## config.mk

```make
export PLATFORM = sky130hd
export DESIGN_NAME = ps2_scancode_rx
export DESIGN_NICKNAME = d
export VERILOG_FILES = /design/src/rtl/ps2_scancode_rx_pkg.sv /design/src/rtl/ps2_line_filter.sv /design/src/rtl/ps2_scancode_rx.sv
export SDC_FILE = /design/constraint.sdc
export NUM_CORES = 1
export LEC_CHECK = 0
export CORE_MARGIN = 3
export CORE_UTILIZATION = 30
export DETAILED_ROUTE_END_ITERATION = 7
export PLACE_DENSITY = 0.46
export SKIP_CTS_REPAIR_TIMING = 1
export SKIP_LAST_GASP = 1
export SLEW_MARGIN = 20
export SYNTH_ARGS = -nofsm -noshare
export SYNTH_HDL_FRONTEND = slang
export SYNTH_SLANG_ARGS = --single-unit
```

## constraint.sdc

```tcl
create_clock -name clk -period 4.4 [get_ports clk]
set_input_delay 0.88 -clock clk [delete_from_list [all_inputs] [get_ports clk]]
set_output_delay 0.88 -clock clk [all_outputs]
set_load 0.02 [all_outputs]
```

## src/rtl/ps2_scancode_rx_pkg.sv

```systemverilog
// rtl/ps2_scancode_rx_pkg.sv - shared types and constants for the PS/2 scan code receiver
package ps2_scancode_rx_pkg;

  typedef enum logic [1:0] {
    ST_IDLE,
    ST_DATA,
    ST_PARITY,
    ST_STOP
  } ps2_state_t;

  localparam logic [7:0] PS2_BREAK = 8'hF0;
  localparam logic [7:0] PS2_EXT   = 8'hE0;

  typedef struct packed {
    logic       pressed;
    logic       extended;
    logic [7:0] code;
  } key_event_t;

  // PS/2 frames carry odd parity: data bits plus parity bit hold an odd number of ones.
  function automatic logic odd_parity_ok(input logic [7:0] data, input logic parity);
    return ^{data, parity};
  endfunction

endpackage

```

## src/rtl/ps2_line_filter.sv

```systemverilog
// rtl/ps2_line_filter.sv - 2-flop synchronizer, glitch filter and falling-edge detect for ps2_clk
module ps2_line_filter #(
  parameter int FILTER_CYCLES = 8
) (
  input  logic clk,
  input  logic reset,
  input  logic din,
  output logic fall
);

  localparam int CNT_W = (FILTER_CYCLES < 2) ? 1 : $clog2(FILTER_CYCLES + 1);
  localparam logic [CNT_W-1:0] CNT_LAST = CNT_W'(FILTER_CYCLES - 1);

  logic             sync1;
  logic             sync2;
  logic             level;
  logic [CNT_W-1:0] cnt;

  // A new level is taken only after FILTER_CYCLES consecutive samples disagree with the current one.
  always_ff @(posedge clk) begin
    if (reset) begin
      sync1 <= 1'b1;
      sync2 <= 1'b1;
      level <= 1'b1;
      cnt   <= '0;
      fall  <= 1'b0;
    end else begin
      sync1 <= din;
      sync2 <= sync1;
      fall  <= 1'b0;
      if (sync2 == level) begin
        cnt <= '0;
      end else if (cnt == CNT_LAST) begin
        cnt   <= '0;
        level <= sync2;
        fall  <= level & ~sync2;
      end else begin
        cnt <= cnt + CNT_W'(1);
      end
    end
  end

endmodule

```

## src/rtl/ps2_scancode_rx.sv

```systemverilog
// rtl/ps2_scancode_rx.sv - PS/2 keyboard frame receiver decoding make/break/extended scan codes
module ps2_scancode_rx
  import ps2_scancode_rx_pkg::*;
#(
  parameter int FILTER_CYCLES  = 8,
  parameter int TIMEOUT_CYCLES = 50000
) (
  input  logic       clk,
  input  logic       reset,
  input  logic       ps2_clk,
  input  logic       ps2_data,
  output logic [7:0] code,
  output logic       pressed,
  output logic       extended,
  output logic       valid,
  output logic       frame_err
);

  localparam int WD_W = $clog2(TIMEOUT_CYCLES + 1);
  localparam logic [WD_W-1:0] WD_LAST = WD_W'(TIMEOUT_CYCLES - 1);

  logic            fall;
  logic            data_s1;
  logic            data_s2;
  ps2_state_t      state;
  logic [2:0]      bit_cnt;
  logic [7:0]      shift;
  logic            parity_bit;
  logic [WD_W-1:0] wdog;
  logic            break_flag;
  logic            ext_flag;
  key_event_t      ev;

  ps2_line_filter #(
    .FILTER_CYCLES(FILTER_CYCLES)
  ) u_clk_filter (
    .clk  (clk),
    .reset(reset),
    .din  (ps2_clk),
    .fall (fall)
  );

  always_ff @(posedge clk) begin
    if (reset) begin
      data_s1 <= 1'b1;
      data_s2 <= 1'b1;
    end else begin
      data_s1 <= ps2_data;
      data_s2 <= data_s1;
    end
  end

  // wdog holds the number of cycles since the last fall event; a timeout wins over a coincident fall.
  always_ff @(posedge clk) begin
    if (reset) begin
      state      <= ST_IDLE;
      bit_cnt    <= '0;
      shift      <= '0;
      parity_bit <= 1'b0;
      wdog       <= '0;
      break_flag <= 1'b0;
      ext_flag   <= 1'b0;
      ev         <= '0;
      valid      <= 1'b0;
      frame_err  <= 1'b0;
    end else begin
      valid     <= 1'b0;
      frame_err <= 1'b0;
      if (state != ST_IDLE && wdog == WD_LAST) begin
        state      <= ST_IDLE;
        bit_cnt    <= '0;
        shift      <= '0;
        wdog       <= '0;
        break_flag <= 1'b0;
        ext_flag   <= 1'b0;
        frame_err  <= 1'b1;
      end else if (fall) begin
        wdog <= WD_W'(1);
        case (state)
          ST_IDLE: begin
            if (!data_s2) begin
              state   <= ST_DATA;
              bit_cnt <= '0;
            end else begin
              wdog <= '0;
            end
          end
          ST_DATA: begin
            shift <= {data_s2, shift[7:1]};
            if (bit_cnt == 3'd7) begin
              state <= ST_PARITY;
            end else begin
              bit_cnt <= bit_cnt + 3'd1;
            end
          end
          ST_PARITY: begin
            parity_bit <= data_s2;
            state      <= ST_STOP;
          end
          ST_STOP: begin
            state <= ST_IDLE;
            wdog  <= '0;
            if (data_s2 && odd_parity_ok(shift, parity_bit)) begin
              if (shift == PS2_BREAK) begin
                break_flag <= 1'b1;
              end else if (shift == PS2_EXT) begin
                ext_flag <= 1'b1;
              end else begin
                ev.code     <= shift;
                ev.pressed  <= ~break_flag;
                ev.extended <= ext_flag;
                valid       <= 1'b1;
                break_flag  <= 1'b0;
                ext_flag    <= 1'b0;
              end
            end else begin
              frame_err  <= 1'b1;
              break_flag <= 1'b0;
              ext_flag   <= 1'b0;
            end
          end
          default: state <= ST_IDLE;
        endcase
      end else if (state != ST_IDLE) begin
        wdog <= wdog + WD_W'(1);
      end
    end
  end

  assign code     = ev.code;
  assign pressed  = ev.pressed;
  assign extended = ev.extended;

endmodule

```

==> flow_metrics.env, run 1 <==
export IMPL_path_cells="inv_1 -> ha_1 -> and4b_1 -> nand4_1 -> nand4_1 -> nor3_2 -> mux2_4"
export IMPL_synth_edf_count=0
export IMPL_syn_nets=283
export IMPL_synthArstFlopShare=0
export IMPL_outcome="complete, no violations"
export IMPL_fin_crit_sh=0.619
export IMPL_vias_per_cell=4.68
export IMPL_cts_tree="built"
export IMPL_ant_nets=0
export IMPL_ioPinCount=16
export IMPL_ys_seq_area_frac=0.449
export IMPL_synthToLayoutAreaGrowth_pct=13.3
export IMPL_drc=0
export IMPL_numPortBuffers=15
export IMPL_p_per_area_mw_per_mm2=291
export IMPL_place_congestion=0.764
export IMPL_initial_utilization=0.310
export IMPL_netlist_area_leader_share=0.449
export IMPL_worst_pin_slew_ns=1.00
export IMPL_cts_buffers=5
export IMPL_htreeDepth=2
export IMPL_mostFrequentLayoutCell="dfxtp_1"
export IMPL_first_iter_violations=57
export IMPL_hold_viol_final=0
export IMPL_final_util=0.352
export IMPL_synth_cell_area_mm2=0.00241
export IMPL_max_slew_margin=0.327
export IMPL_die_h_um=95.6
export IMPL_wl_per_cell_um=12.1
export IMPL_yosysTopAreaCell="dfxtp_1"
export IMPL_hpwlAfterDp_mm=3.33
export IMPL_synth_distinct_cells=40
export IMPL_gr_total_overflow=0
export IMPL_critPathLaunchType="flip-flop"
export IMPL_fin_worst_skew_ns=0.00768
export IMPL_fmax_ghz=0.367
export IMPL_cp_arrival_ns=2.93
export IMPL_cts_root_buf="clkbuf_8"
export IMPL_fin_nets=294
export IMPL_synth_seq_cells=54
export IMPL_num_fill_cells=837
export IMPL_crit_top_cell="nand4_1"
export IMPL_finalMaxSlewViolations=0
export IMPL_synthTopCellsByArea="dfxtp_1, nand2_1, ha_1"
export IMPL_grt_pass1_vias=1653
export IMPL_multiInputGateArea_mm2=0.00125
export IMPL_vias=1792
export IMPL_clk_latency_ns=0.30
export IMPL_die_w_um=95.6
export IMPL_ys_warn_count=0
export IMPL_timing_critical_path_to_type="flip-flop"
export IMPL_grt_max_degree=21
export IMPL_cts_sinks=54
export IMPL_cpPeakStageDelay_ns=0.81
export IMPL_crit_path_top_delay_cell="nor3_2"
export IMPL_crit_buf_inv=1
export IMPL_power_leakage_nw=0.960
export IMPL_crit_required_ns=4.61
export IMPL_syn_avg_cell_area_um2=8.96
export IMPL_syn_inst=269
export IMPL_grt_pass1_wl_mm=7.98
export IMPL_rsz0062_at_grt="false"
export IMPL_holdWs_ns=0.420
export IMPL_cp_max_fo=10
export IMPL_core_area_mm2=0.00777
export IMPL_drive_gt1_frac=0.0569
export IMPL_power_total_w=0.000796
export IMPL_synth_ff_type="dfxtp_1"
export IMPL_critPathKind="flip-flop to flip-flop"
export IMPL_fp_row_count=32
export IMPL_grt_use_total=0.111
export IMPL_drt_first_pass_iters=4
export IMPL_mostFrequentLayoutCells="dfxtp_1, nand2_1, nor2_1, nand3_1"
export IMPL_cap_violations=0
export IMPL_die_area_mm2=0.00914
export IMPL_r2r_slack_ns=1.68
export IMPL_finalSetupViolCount=0
export IMPL_cts_buffer_depth=2
export IMPL_peakVddDrop_mv=0.129
export IMPL_grt_antenna_before_repair=0
export IMPL_diodes=0
export IMPL_fin_crit_ns=2.72
export IMPL_path_delay_family="simple AND/OR/NAND/NOR gates"
export IMPL_min_path_type="flip-flop to flip-flop"
export IMPL_clk_pin_slew_ns=0.10
export IMPL_setup_tns_ns=0
export IMPL_wirelength_mm=4.64
export IMPL_seq_area_mm2=0.00108
==> registers in the layout (all words and copies together) (netlist names), 2 cells and up <==
register,flops
state,2
u_clk_filter.cnt,4
code,8
bit_cnt,3
shift,8
wdog,16
==> cell families after synthesis <==
group,after synthesis,share of synthesized area
AND/OR/NAND/NOR,122,0.247
buffers and inverters,18,0.0322
adder cells (fa/ha/maj),10,0.0519
multiplexers,13,0.0561
flip-flops,54,0.449
XOR/XNOR,23,0.0929
AO/OA/AOI/OAI,29,0.0717
==> routing by layer <==
| metal | global-route usage | up-vias | wire [um] | part of all wire |
|---|---|---|---|---|
| li1 | - | 940 | - | - |
| met1 | 0.165 | 827 | 2510 | 0.54 |
| met2 | 0.152 | 19 | 1890 | 0.41 |
| met3 | 0.0284 | 6 | 169 | 0.036 |
| met4 | 0.0391 | 0 | 71 | 0.015 |
| met5 | 0 | - | 0 | 0 |
==> cell type report <==
type                    instances  share of cell area
multi-input cells             197               0.458
flip-flops and latches         54               0.396
repair buffers                 15              0.0550
well taps                     102              0.0467
clock buffers                   6              0.0302
inverters                       7             0.00962
clock inverters                 2             0.00458
==> power breakdown <==
group           total, W  internal [W]  switching (W)
Clock           0.000288      0.000127       0.000161
Combinational  0.0000161    0.00000476      0.0000113
Sequential      0.000492      0.000490     0.00000144
Total           0.000796      0.000622       0.000174
==> per-stage QoR <==
| step | setup WS [ns] | cells | cell area [um2] |
|---|---|---|---|
| floorplan | 2.42 | 269 | 2410 |
| global placement | 1.48 | 375 | 2640 |
| detailed placement | 1.44 | 375 | 2640 |
| CTS | 1.62 | 383 | 2730 |
| global route | 1.43 | 383 | 2730 |
| finish | 1.68 | 383 | 2730 |
==> synthesized netlist by cell type (all sizes together), types with 4 or more instances <==
library cell and number:
xnor2 10, inv 7, nand2 41, o21ai 4, nor2 26, clkbuf 9
nand4 9, nor3 5, or2 4, mux2i 12, dfxtp 54, ha 10
a21oi 15, xor2 12, nand3 17
==> worst paths after layout <==
check | depth (start not counted) | to | startpoint
max | 7 | pressed | state[0]
min | 1 | u_clk_filter.sync2 | u_clk_filter.sync1
max reg2reg | 7 | pressed | state[0]
min reg2reg | 1 | u_clk_filter.sync2 | u_clk_filter.sync1
==> worst register-to-register path, cell delays in order, from the launching register on <==
cell	delay, ns
dfxtp_1	0.34
inv_1	0.12
ha_1	0.38
and4b_1	0.30
nand4_1	0.17
nand4_1	0.16
nor3_2	0.81
mux2_4	0.35
Power figures use the tool's default switching activity.
==> run 2, diff against run 1 <==
==> constraint.sdc (replaced) <==
create_clock -name clk -period 2.55 [get_ports clk]
set_input_delay 0.51 -clock clk [delete_from_list [all_inputs] [get_ports clk]]
set_output_delay 0.51 -clock clk [all_outputs]
set_load 0.02 [all_outputs]
==> run 2 against run 1 <==
Net effect:
- sequential power is 72% higher
- worst setup slack worse by 1.2 ns
- sequential share of layout area is 0.57 points lower
- die area stayed put
- non-clock buffer count is 7 higher
- register-to-register slack worse by 1.2 ns
- cell area is 1.5% higher
- via count is 2.1% higher
- count of clock-buffer cells in the layout is 1 lower
- fmax is 32% higher
- clock power is 64% higher
==> flow_metrics.env, run 2 (same netlist as run 1, synthesis figures left out) <==
export IMPL_outcome="complete, no violations"
export IMPL_mostFrequentLayoutCells="dfxtp_1, nand2_1, nor2_1, nand3_1"
export IMPL_clk_pin_slew_ns=0.10
export IMPL_mostFrequentLayoutCell="dfxtp_1"
export IMPL_initial_utilization=0.310
export IMPL_path_depth=6
export IMPL_hold_path_end="data_s2"
export IMPL_vias=1830
export IMPL_gr_total_overflow=0
export IMPL_grt_pass1_vias=1761
export IMPL_cap_violations=0
export IMPL_cts_root_buf="clkbuf_8"
export IMPL_cts_sinks=54
export IMPL_fp_row_count=32
export IMPL_core_area_mm2=0.00777
export IMPL_reg_largest_list="wdog x16, code x8, shift x8"
export IMPL_dp_cells=382
export IMPL_drt_first_pass_iters=4
export IMPL_grt_max_degree=20
export IMPL_grt_pass1_wl_mm=8.11
export IMPL_synthToLayoutAreaGrowth_pct=15.0
export IMPL_finalSetupViolCount=0
export IMPL_worst_pin_slew_ns=0.586
export IMPL_r2r_cells=6
export IMPL_grt_antenna_before_repair=0
export IMPL_crit_required_ns=2.79
export IMPL_drc=0
export IMPL_fmax_ghz=0.484
export IMPL_cp_max_fo=9
export IMPL_cts_tree="built"
export IMPL_ant_nets=0
export IMPL_crit_buf_inv=1
export IMPL_numPortBuffers=15
export IMPL_reg2reg_from="shift[2]"
export IMPL_fin_nets=301
export IMPL_timing_rr_end="code[7]"
export IMPL_die_area_mm2=0.00914
export IMPL_path_delay_family="XOR/XNOR gates"
export IMPL_fin_crit_sh=0.811
export IMPL_first_iter_violations=101
export IMPL_cpPeakStageDelay_ns=0.50
export IMPL_critPathLaunch="shift[2]"
export IMPL_fin_worst_skew_ns=0.0132
export IMPL_crit_path_top_delay_cell="xnor3_2"
export IMPL_cts_buffer_depth=2
export IMPL_ioPinCount=16
export IMPL_r2r_slack_ns=0.48
export IMPL_rsz0062_at_grt="false"
export IMPL_cts_buffers=5
export IMPL_power_leakage_nw=0.993
export IMPL_place_congestion=0.727
export IMPL_htreeDepth=2
export IMPL_max_slew_margin=0.610
export IMPL_hold_viol_final=0
export IMPL_critPathLaunchType="flip-flop"
export IMPL_path_cells="xor2_1 -> xnor3_2 -> xnor2_2 -> nor3_2 -> buf_4 -> mux2i_1"
export IMPL_cp_arrival_ns=2.31
export IMPL_final_util=0.357
export IMPL_hpwlAfterDp_mm=3.23
export IMPL_power_total_w=0.00135
export IMPL_finalMaxSlewViolations=0
export IMPL_diodes=0
export IMPL_largest_register="wdog"
export IMPL_largest_reg_flops=16
export IMPL_die_w_um=95.6
export IMPL_grt_use_total=0.113
export IMPL_drive_gt1_frac=0.0767
export IMPL_vias_per_cell=4.70
export IMPL_timing_critical_path_to_type="flip-flop"
export IMPL_p_per_area_mw_per_mm2=488
export IMPL_min_path_type="flip-flop to flip-flop"
export IMPL_clk_latency_ns=0.31
export IMPL_peakVddDrop_mv=0.192
export IMPL_wl_per_cell_um=11.6
export IMPL_wirelength_mm=4.52
export IMPL_final_cells=389
export IMPL_hp_start="data_s1"
export IMPL_critPathKind="flip-flop to flip-flop"
export IMPL_holdWs_ns=0.421
export IMPL_fin_crit_ns=2.07
export IMPL_die_h_um=95.6
export IMPL_setup_tns_ns=0
export IMPL_hold_path_depth=1
[run 2: layout make-up]
| type | count | area, um2 |
|---|---|---|
| fill | 824 | 5000 |
| inverter | 7 | 26.3 |
| tap | 102 | 128 |
| multi-input combinational | 197 | 1250 |
| clock inverter | 2 | 13.8 |
| clock buffer | 5 | 68.8 |
| timing repair buffer | 22 | 203 |
| sequential | 54 | 1080 |
[run 2: where the power goes]
part | internal (W) | switching [W] | leakage (nW)
clock | 0.000191 | 0.000282 | 0.0444
combinational | 0.0000112 | 0.0000200 | 0.512
sequential | 0.000846 | 0.00000212 | 0.436
total | 0.00105 | 0.000304 | 0.993
[run 2: worst max path at each step]
stage / slack (ns) / to
2_1_floorplan: 0.57 / pressed
3_3_place_gp: 0.50 / code[1]
3_5_place_dp: 0.48 / code[2]
4_1_cts: 0.47 / code[7]
5_1_grt: 0.33 / code[7]
6_report: 0.48 / code[7]
[run 2: metrics by stage]
stage | cell area (um2) | setup WS, ns
5_1_grt | 2770 | 0.328
3_5_place_dp | 2690 | 0.482
4_1_cts | 2770 | 0.466
6_report | 2770 | 0.483
2_1_floorplan | 2410 | 0.565
3_3_place_gp | 2690 | 0.501
[run 2: per-layer routing]
| layer | wire length (um) | part of all wire | global-route usage | vias to the layer above |
|---|---|---|---|---|
| met3 | 129 | 0.029 | 0.0268 | 5 |
| li1 | - | - | - | 958 |
| met4 | 65 | 0.014 | 0.0391 | 0 |
| met5 | 0 | 0 | 0 | - |
| met2 | 1970 | 0.44 | 0.175 | 15 |
| met1 | 2350 | 0.52 | 0.152 | 852 |
==> run 3, diff against run 2 <==
==> constraint.sdc (replaced) <==
create_clock -name clk -period 2.1 [get_ports clk]
set_input_delay 0.42 -clock clk [delete_from_list [all_inputs] [get_ports clk]]
set_output_delay 0.42 -clock clk [all_outputs]
set_load 0.02 [all_outputs]
==> run 3 against run 2 <==
Net effect:
- first-iteration DRC count fell by 49%
- highest routed layer unchanged
- fmax rose by 5.3%
- flip-flop and latch count did not move
- clock power rose by 21%
==> flow_metrics.env, run 3 (same netlist as run 1, synthesis figures left out) <==
export IMPL_clk_latency_ns=0.31
export IMPL_seq_area_mm2=0.00108
export IMPL_crit_buf_inv=1
export IMPL_drt_first_pass_iters=4
export IMPL_crit_required_ns=2.33
export IMPL_r2r_slack_ns=0.14
export IMPL_reg_largest_list="wdog x16, code x8, shift x8"
export IMPL_gr_total_overflow=0
export IMPL_num_fill_cells=814
export IMPL_cap_violations=0
export IMPL_grt_use_total=0.112
export IMPL_multiInputGateArea_mm2=0.00126
export IMPL_grt_max_degree=20
export IMPL_hpwlAfterDp_mm=3.41
export IMPL_initial_utilization=0.310
export IMPL_largest_register="wdog"
export IMPL_cpPeakStageDelay_ns=0.50
export IMPL_drc=0
export IMPL_clk_pin_slew_ns=0.10
export IMPL_cp_max_fo=8
export IMPL_p_per_area_mw_per_mm2=573
export IMPL_grt_pass1_vias=1757
export IMPL_vias_per_cell=4.66
export IMPL_fin_crit_sh=0.935
export IMPL_die_h_um=95.6
export IMPL_path_delay_family="XOR/XNOR gates"
export IMPL_pre_cts_ws_ns=0.0785
export IMPL_cts_sinks=54
export IMPL_timing_critical_path_to_type="flip-flop"
export IMPL_outcome="complete, no violations"
export IMPL_diodes=0
export IMPL_fin_nets=312
export IMPL_cts_root_buf="clkbuf_8"
export IMPL_die_w_um=95.6
export IMPL_rsz0062_at_grt="true"
export IMPL_holdWs_ns=0.415
export IMPL_wl_per_cell_um=11.8
export IMPL_wirelength_mm=4.71
export IMPL_critPathKind="flip-flop to flip-flop"
export IMPL_cts_buffer_depth=2
export IMPL_cts_tree="built"
export IMPL_drive_gt1_frac=0.117
export IMPL_die_area_mm2=0.00914
export IMPL_vias=1865
export IMPL_peakVddDrop_mv=0.238
export IMPL_fin_worst_skew_ns=0.0122
export IMPL_ant_nets=0
export IMPL_fmax_ghz=0.509
export IMPL_first_iter_violations=52
export IMPL_finalMaxSlewViolations=0
export IMPL_cp_arrival_ns=2.20
export IMPL_min_path_type="flip-flop to flip-flop"
export IMPL_cts_buffers=5
export IMPL_power_leakage_nw=1.04
export IMPL_ioPinCount=16
export IMPL_max_slew_margin=0.671
export IMPL_grt_pass1_wl_mm=8.06
export IMPL_worst_pin_slew_ns=0.493
export IMPL_synthToLayoutAreaGrowth_pct=19.2
export IMPL_grt_antenna_before_repair=0
export IMPL_crit_path_top_delay_cell="xnor3_2"
export IMPL_critPathLaunchType="flip-flop"
export IMPL_htreeDepth=2
export IMPL_core_area_mm2=0.00777
export IMPL_setup_ws_ns=0.136
export IMPL_finalSetupViolCount=0
export IMPL_power_total_w=0.00165
export IMPL_fin_crit_ns=1.96
export IMPL_hold_viol_final=0
export IMPL_place_congestion=0.800
export IMPL_fp_row_count=32
export IMPL_path_cells="xor2_1 -> xnor3_2 -> xnor2_2 -> nor3_4 -> buf_6 -> mux2i_1"
export IMPL_mostFrequentLayoutCell="dfxtp_1"
export IMPL_numPortBuffers=15
export IMPL_mostFrequentLayoutCells="dfxtp_1, nand2_1, nor2_1, nand3_1, buf_4"
export IMPL_largest_reg_flops=16
run 3: cell types whose count changed in the layout (fill, tap and decap cells not counted), sizes merged:
cell and delta:
buf +11, clkinv -1, clkinvlp +2, inv -1
run 3: worst paths after layout:
check	from	end	cells past startpoint
worst min-delay path	u_clk_filter.sync1	u_clk_filter.sync2	1
worst max-delay path	shift[2]	code[5]	6
worst min register to register	u_clk_filter.sync1	u_clk_filter.sync2	1
worst max register to register	shift[2]	code[5]	6
run 3: report_power, final:
part / internal [W] / total, W / switching [W]
Clock: 0.000229 / 0.000572 / 0.000343
Combinational: 0.0000170 / 0.0000443 / 0.0000273
Sequential: 0.00103 / 0.00103 / 0.00000162
run 3: area by class of cell:
cell class / instances / share of cell area
clock buffer: 5 / 0.0240
clock inverter: 2 / 0.00523
inverter: 7 / 0.00915
multi-input combinational: 197 / 0.440
sequential: 54 / 0.377
tap: 102 / 0.0444
timing repair buffer: 33 / 0.101
run 3: per-stage QoR:
step / TNS [ns] / area, um2 / std cells / utilization
after floorplan: 0 / 2410 / 269 / -
after global placement: 0 / 2760 / 392 / 0.356
after detailed placement: 0 / 2760 / 392 / 0.356
after CTS: 0 / 2850 / 399 / 0.367
after global routing: -0.00884 / 2870 / 400 / 0.370
final: 0 / 2870 / 400 / 0.370
run 3: layer usage:
metal  vias up  GRT usage  wire length [um]
met1       867      0.153              2430
met5         -          0                 0
met3         5     0.0237               134
met2        18      0.172              2090
met4         0     0.0427                53
li1        975          -                 -
run 3: worst register-to-register path, delay by kind of cell, from the launching register on:
kind,cells,cell delay [ns]
xor+xnor,3,0.85
flops,1,0.38
simple gates,1,0.27
buf+inv,1,0.20
mux,1,0.20
